### src/rtl/mem_burst_initiator.sv
// Burst sequencer in front of a single-port synchronous memory.
// It accepts a burst command, then either streams write beats into the
// memory or issues reads and returns each word through a response handshake.
// Addresses at or above MEM_DEPTH are never sent to the memory. Those beats
// are dropped (writes) or answered with zero data and rsp_err (reads), and
// they set the sticky error that is reported with done.
module mem_burst_initiator #(
   parameter int DATA_W    = 32,
   parameter int MEM_DEPTH = 8,
   parameter int LEN_W     = 4
) (
   input  logic              clk,
   input  logic              reset,
   input  logic              cmd_valid,
   output logic              cmd_ready,
   input  logic              cmd_rw,
   input  logic [7:0]        cmd_addr,
   input  logic [LEN_W-1:0]  cmd_len,
   input  logic              wdata_valid,
   output logic              wdata_ready,
   input  logic [DATA_W-1:0] wdata,
   output logic              rsp_valid,
   input  logic              rsp_ready,
   output logic [DATA_W-1:0] rsp_data,
   output logic              rsp_err,
   output logic              done,
   output logic              err,
   output logic              mem_valid,
   output logic              mem_rw,
   output logic [7:0]        mem_addr,
   output logic [DATA_W-1:0] mem_din,
   input  logic [DATA_W-1:0] mem_dout
);

   typedef enum logic [2:0] {
      S_IDLE,
      S_WR_DATA,
      S_RD_ISSUE,
      S_RD_WAIT,
      S_RD_RSP,
      S_DONE
   } state_t;

   state_t              state_q, state_d;
   logic [7:0]          cur_q, cur_d;
   logic [LEN_W-1:0]    count_q, count_d;
   logic                err_q, err_d;
   logic                mem_valid_q, mem_valid_d;
   logic                mem_rw_q, mem_rw_d;
   logic [7:0]          mem_addr_q, mem_addr_d;
   logic [DATA_W-1:0]   mem_din_q, mem_din_d;
   logic [DATA_W-1:0]   rsp_data_q, rsp_data_d;
   logic                rsp_err_q, rsp_err_d;

   logic [7:0]          cur_inc;
   logic                cur_oor;
   logic                cmd_oor;
   logic                inc_oor;

   // True when a word address lies outside the attached memory.
   function automatic logic out_of_range(input logic [7:0] a);
      return 32'(a) >= 32'(MEM_DEPTH);
   endfunction

   assign cur_inc = cur_q + 8'd1;
   assign cur_oor = out_of_range(cur_q);
   assign cmd_oor = out_of_range(cmd_addr);
   assign inc_oor = out_of_range(cur_inc);

   // State and datapath registers; asynchronous reset discards any burst.
   always_ff @(posedge clk or posedge reset) begin
      if (reset) begin
         state_q     <= S_IDLE;
         cur_q       <= '0;
         count_q     <= '0;
         err_q       <= 1'b0;
         mem_valid_q <= 1'b0;
         mem_rw_q    <= 1'b0;
         mem_addr_q  <= '0;
         mem_din_q   <= '0;
         rsp_data_q  <= '0;
         rsp_err_q   <= 1'b0;
      end else begin
         state_q     <= state_d;
         cur_q       <= cur_d;
         count_q     <= count_d;
         err_q       <= err_d;
         mem_valid_q <= mem_valid_d;
         mem_rw_q    <= mem_rw_d;
         mem_addr_q  <= mem_addr_d;
         mem_din_q   <= mem_din_d;
         rsp_data_q  <= rsp_data_d;
         rsp_err_q   <= rsp_err_d;
      end
   end

   // Next-state and next-register logic. The memory strobe is registered, so a
   // read is launched on the transition into RD_ISSUE to be seen during it.
   always_comb begin
      state_d     = state_q;
      cur_d       = cur_q;
      count_d     = count_q;
      err_d       = err_q;
      mem_valid_d = 1'b0;
      mem_rw_d    = mem_rw_q;
      mem_addr_d  = mem_addr_q;
      mem_din_d   = mem_din_q;
      rsp_data_d  = rsp_data_q;
      rsp_err_d   = rsp_err_q;

      case (state_q)
         S_IDLE: begin
            if (cmd_valid) begin
               cur_d   = cmd_addr;
               count_d = cmd_len;
               err_d   = 1'b0;
               if (cmd_rw) begin
                  state_d = S_WR_DATA;
               end else begin
                  state_d = S_RD_ISSUE;
                  if (!cmd_oor) begin
                     mem_valid_d = 1'b1;
                     mem_rw_d    = 1'b0;
                     mem_addr_d  = cmd_addr;
                  end
               end
            end
         end

         S_WR_DATA: begin
            if (wdata_valid) begin
               if (cur_oor) begin
                  err_d = 1'b1;
               end else begin
                  mem_valid_d = 1'b1;
                  mem_rw_d    = 1'b1;
                  mem_addr_d  = cur_q;
                  mem_din_d   = wdata;
               end
               cur_d = cur_inc;
               if (count_q == '0) begin
                  state_d = S_DONE;
               end else begin
                  count_d = count_q - 1'b1;
               end
            end
         end

         S_RD_ISSUE: begin
            if (cur_oor) begin
               err_d = 1'b1;
            end
            state_d = S_RD_WAIT;
         end

         S_RD_WAIT: begin
            rsp_err_d  = cur_oor;
            rsp_data_d = cur_oor ? '0 : mem_dout;
            state_d    = S_RD_RSP;
         end

         S_RD_RSP: begin
            if (rsp_ready) begin
               cur_d = cur_inc;
               if (count_q == '0) begin
                  state_d = S_DONE;
               end else begin
                  count_d = count_q - 1'b1;
                  state_d = S_RD_ISSUE;
                  if (!inc_oor) begin
                     mem_valid_d = 1'b1;
                     mem_rw_d    = 1'b0;
                     mem_addr_d  = cur_inc;
                  end
               end
            end
         end

         S_DONE: begin
            state_d = S_IDLE;
         end

         default: begin
            state_d = S_IDLE;
         end
      endcase
   end

   assign cmd_ready   = (state_q == S_IDLE);
   assign wdata_ready = (state_q == S_WR_DATA);
   assign rsp_valid   = (state_q == S_RD_RSP);
   assign rsp_data    = rsp_data_q;
   assign rsp_err     = rsp_err_q;
   assign done        = (state_q == S_DONE);
   assign err         = (state_q == S_DONE) && err_q;
   assign mem_valid   = mem_valid_q;
   assign mem_rw      = mem_rw_q;
   assign mem_addr    = mem_addr_q;
   assign mem_din     = mem_din_q;

endmodule

### config.mk
export PLATFORM = sky130hd
export DESIGN_NAME = mem_burst_initiator
export DESIGN_NICKNAME = d
export VERILOG_FILES = /design/src/rtl/mem_burst_initiator.sv
export SDC_FILE = /design/constraint.sdc
export NUM_CORES = 1
export LEC_CHECK = 0
export CORE_MARGIN = 1
export CORE_UTILIZATION = 47
export CTS_CLUSTER_DIAMETER = 120
export CTS_CLUSTER_SIZE = 14
export DETAILED_ROUTE_END_ITERATION = 6
export GPL_TIMING_DRIVEN = 0
export MAX_ROUTING_LAYER = met4
export PLACE_DENSITY = 0.86
export SETUP_SLACK_MARGIN = 0.3
export SYNTH_ARGS = -nofsm -noshare
export SYNTH_HDL_FRONTEND = slang
export SYNTH_SLANG_ARGS = --single-unit
### constraint.sdc
create_clock -name clk -period 8.5 [get_ports clk]
set_clock_uncertainty 0.2 [all_clocks]
set_input_delay 1.7 -clock clk [delete_from_list [all_inputs] [get_ports clk]]
set_output_delay 1.7 -clock clk [all_outputs]
set_load 0.005 [all_outputs]
## Word-level counts from Yosys, hierarchy flattened

Cells that the tools add are included.
W data, S select, Z words.

- Add/subtract/negate cells: 2
- Order comparisons: 3
- Eq/ne operators: 14
- Mux-type cells: 48
- Bitwise operators: 1
- Reductions and logical operators: 10

Operators by type and width:

| operator | count |
|---|---|
| $mux W8 | 11 |
| $pmux W8 S3 | 2 |
| $mux W32 | 1 |
| $ge A8 B4 Y1 const B | 3 |
| $mux W1 | 19 |
| $mux W4 | 4 |
| $mux W3 | 5 |
| $pmux W3 S5 | 1 |
| $ne A2 B2 Y1 const B | 7 |
| $pmux W4 S3 | 1 |
| $pmux W1 S3 | 3 |
| $reduce_and A9 Y1 | 1 |
| $add A8 B1 Y8 const B | 1 |
| $reduce_and A4 Y1 | 2 |
| $eq A3 B2 Y1 const B | 2 |
| $eq A3 B3 Y1 const B | 2 |
| $reduce_and A3 Y1 | 2 |
| $reduce_bool A3 Y1 | 2 |
| $logic_not A4 Y1 | 1 |
| $ne A2 B1 Y1 const B | 2 |
| $sub A4 B1 Y4 const B | 1 |
| $eq A3 B1 Y1 const B | 1 |
| $logic_not A3 Y1 | 1 |
| $mux W2 | 1 |
| other kinds (2) | 2 |

- Bits in registers: 91
- Input port bits: 82
- Output and inout bits: 80

## Depth between registers and ports, before layout

- Depth in word-level cells: 6
- Depth in mapped cells: 8
- Mapped depth without buffers: 6

## Worst setup path after synthesis

OpenSTA, ideal clock, no wires.

- Kind: input to register
- From: input port cmd_rw
- To: register mem_addr_q[0] (netlist: mem_addr[0])
- Library setup time: 0.125 ns
- Arrival: 3.198 ns
- Required time: 8.175 ns
- Setup slack: 4.977 ns
- Stages: 5
- Path through: or4_1 o31a_1 nor3_4 o311ai_4 mux2_4

- Longest elaborated chain between the ends: 2

RTL lines:

| what | line | source |
|---|---|---|
| start: declaration | 16 | `input logic cmd_rw,` |
| $ne A2 B2 Y1 (no line) | n/a |  |
| $reduce_and A9 Y1 (no line) | n/a |  |
| end signal: assignment | 90 | `mem_addr_q <= mem_addr_d;` |
| end: declaration | 50 | `logic [7:0] mem_addr_q, mem_addr_d;` |

Every way passes these cells.
A chain may end at the register's enable or synchronous reset.

## Worst setup path in the final report

- From: register state_q[0]
- To: output port cmd_ready

- Longest elaborated chain between the ends: 1

RTL lines:

| what | line | source |
|---|---|---|
| start: declaration | 44 | `state_t state_q, state_d;` |
| start signal: assignment | 84 | `state_q <= state_d;` |
| $logic_not A3 Y1 | 189 | `assign cmd_ready = (state_q == S_IDLE);` |
| end: declaration | 15 | `output logic cmd_ready,` |

Every way passes these cells.

==> results.yml <==
synth:
  syn-num-nets: 476
  synth_compound_area_frac: 0.137
  synth_top_area_share: 0.559
  synthMuxAreaShare: 0.102
  synth_simple_gate_area_share: 0.154
  synthXorXnorAreaFrac: 0.00215
  synth_edf_count: 0
  synth.yosys.seq_area_share: 0.559
  synth_area_per_cell_sq_um: 10.4
  synth_area_sq_mm: 0.00407
  ys_warn_count: 0
  ys_types: 50
  post-synth-top-area-cell: "dfrtp_1"
  ys_ff_latch: 91
  async_flop_share: 1.00
  postSynthCellCount: 391
  synth.area.top_cells: "dfrtp_1 56%, mux2_2 8.8%, nand2_1 7.4%"
  synth_fa_ha_area_frac: 0.00921
  synth_top_family_by_area: "simple AND/OR/NAND/NOR gates"
  synth_flop_cell: "dfrtp_1"
power:
  powerDensity_mw_per_mm2: 281
  ir_worst_vdd_mv: 0.137
  p_leak_nw: 2.63
sta:
  fin_hold_ws_ps: 287
  fmax_ghz: 0.247
  hold_violations: 0
  period_needed_ps: 4050
  slew_headroom: 0.557
  setup_viol: 0
  rsz0062_at_grt: "no"
  fin_crit_sh: 0.477
  fin_setup_tns_ps: 0
  setup_ws_ps: 4450
  tightest_slew_ps: 663
  slew_viol_final: 0
cts:
  postCtsHoldBufs: 0
  clk_pin_slew_ps: 90
  clk_path_buf_depth: 2
  clk_latency_ps: 340
  cts_inserted_buffers: 9
  cts_tree: "built"
  cts_setup_buffers: 0
  ctsResizeCount: 0
  htree_levels: 3
  cts_root_buf: "clkbuf_8"
  cts_num_sinks: 91
final_layout:
  area_growth_syn_to_layout_pct: 48.4
  fillers: 593
  final_cell_mix: "161 x clkdlybuf4s50_1, 91 x dfrtp_1, 80 x nand2_1"
  fin_nets: 649
  post-route-util: 0.729
  multiInputGateArea_sq_mm: 0.00165
  final_cells: 673
  seq_area_sq_mm: 0.00228
  antenna_cells: 0
  drive_gt1_frac: 0.130
  final_common_cell: "clkdlybuf4s50_1"
global_route:
  antenna_found_initial: 0
  grt.overflow.total: 0
  grt_pass1_vias: 3330
  grt_max_degree: 70
  grt_pass1_wl_um: 16300
  track_usage: 0.240
setup_path:
  path_cells: "clkbuf_1 -> nor3_1 -> clkdlybuf4s50_1"
  cp.required_ps: 6600
  cp_max_fo: 10
  crit_path_end_kind: "output port"
  crit_family: "buffers and inverters"
  critical_path_class: "flip-flop to output port"
  max_stage_delay_ps: 620
  cp.arrival_ps: 2150
  crit_buf_inv: 2
  start_kind: "flip-flop"
  crit_slowest_cell: "clkdlybuf4s50_1"
drt:
  routed_wl_um: 10200
  drt_iter0_drc: 135
  drc: 0
  wl_per_cell_um: 15.2
  first_pass_iters: 4
  vias_per_cell: 5.21
  ant_nets: 0
  dr_total_vias: 3507
min_path:
  hold_class: "flip-flop to flip-flop"
place:
  dpl.hpwl_um: 7890
  place_inst: 658
  post-place-ws_ps: 4370
  portBuffers: 161
  place_congestion: 0.859
run:
  cap_viol_max_count: 0
floorplan:
  rows: 33
  die_h_um: 95.1
  initial_utilization: 0.491
  die_area_sq_mm: 0.00904
  core_sq_mm: 0.00830
  io_pins: 162
  die_w_um: 95.1
status:
  outcome: "finished clean"
[power breakdown]
group | switching (mW) | leakage, nW | internal, mW
registers | 0.0927 | 1.21 | 0.568
logic | 0.340 | 1.33 | 0.402
clock network | 0.152 | 0.0950 | 0.144
[registers in the layout, summed over array words and instances, names as in the netlist]
register	flops
count_q	4
cur_q	8
err_q	1
mem_addr	8
mem_din	32
mem_rw	1
mem_valid	1
rsp_data	32
rsp_err	1
state_q	3
[stage by stage]
stage	area [sq um]	power (mW)
floorplan	4070	1.04
global placement	5820	1.38
detailed placement	5850	1.42
CTS	6050	1.71
global route	6050	1.82
finish	6050	1.70
[cell usage after synthesis (4+ instances only)]
cell / n
buf_2: 7
and2_2: 5
a21oi_1: 15
mux2_2: 32
o21ai_0: 48
clkbuf_1: 15
and3_1: 5
inv_1: 10
nor2_1: 15
nor3_1: 4
nand2_1: 80
nand3_1: 6
dfrtp_1: 91
[final cells by class]
cell class              instances  share of cell area
plain buffers                  24              0.0176
clock buffers                  10              0.0228
clock inverters                 5              0.0103
inverters                      11             0.00724
multi-input cells             265               0.273
flip-flops and latches         91               0.377
well taps                     105              0.0217
repair buffers                162               0.271
[tightest hold or removal path: stages (launching register included)]
cell	delay [ps]
dfrtp_1	350
nand2_1	40
o21ai_0	60
[logic make-up after synthesis]
kind of cell	Yosys count
xor+xnor	1
flops	91
mux	36
simple gates	134
buf+inv	35
fa+ha+maj	3
compound gates	91
[final timing paths]
check / startpoint / to / slack [ps] / depth (start not counted)
max: state_q[0] / cmd_ready / 4450 / 3
min: rsp_data[8] / rsp_data[8] / 290 / 2
max reg2reg: state_q[0] / mem_addr[2] / 6090 / 6
min reg2reg: rsp_data[8] / rsp_data[8] / 290 / 2
max in group asynchronous: reset / count_q[0] / 6020 / 3
min in group asynchronous: reset / mem_din[21] / 1460 / 2
[metal layers]
metal / part of all wire / up-vias / GRT usage / wire length (um)
met5: 0 / - / - / 0
met4: 0.0099 / 0 / 0.0606 / 101
met3: 0.061 / 12 / 0.0391 / 623
met2: 0.50 / 112 / 0.404 / 5140
met1: 0.43 / 1688 / 0.301 / 4380
li1: - / 1695 / - / -
No activity file was read; power rests on OpenSTA's default activity.
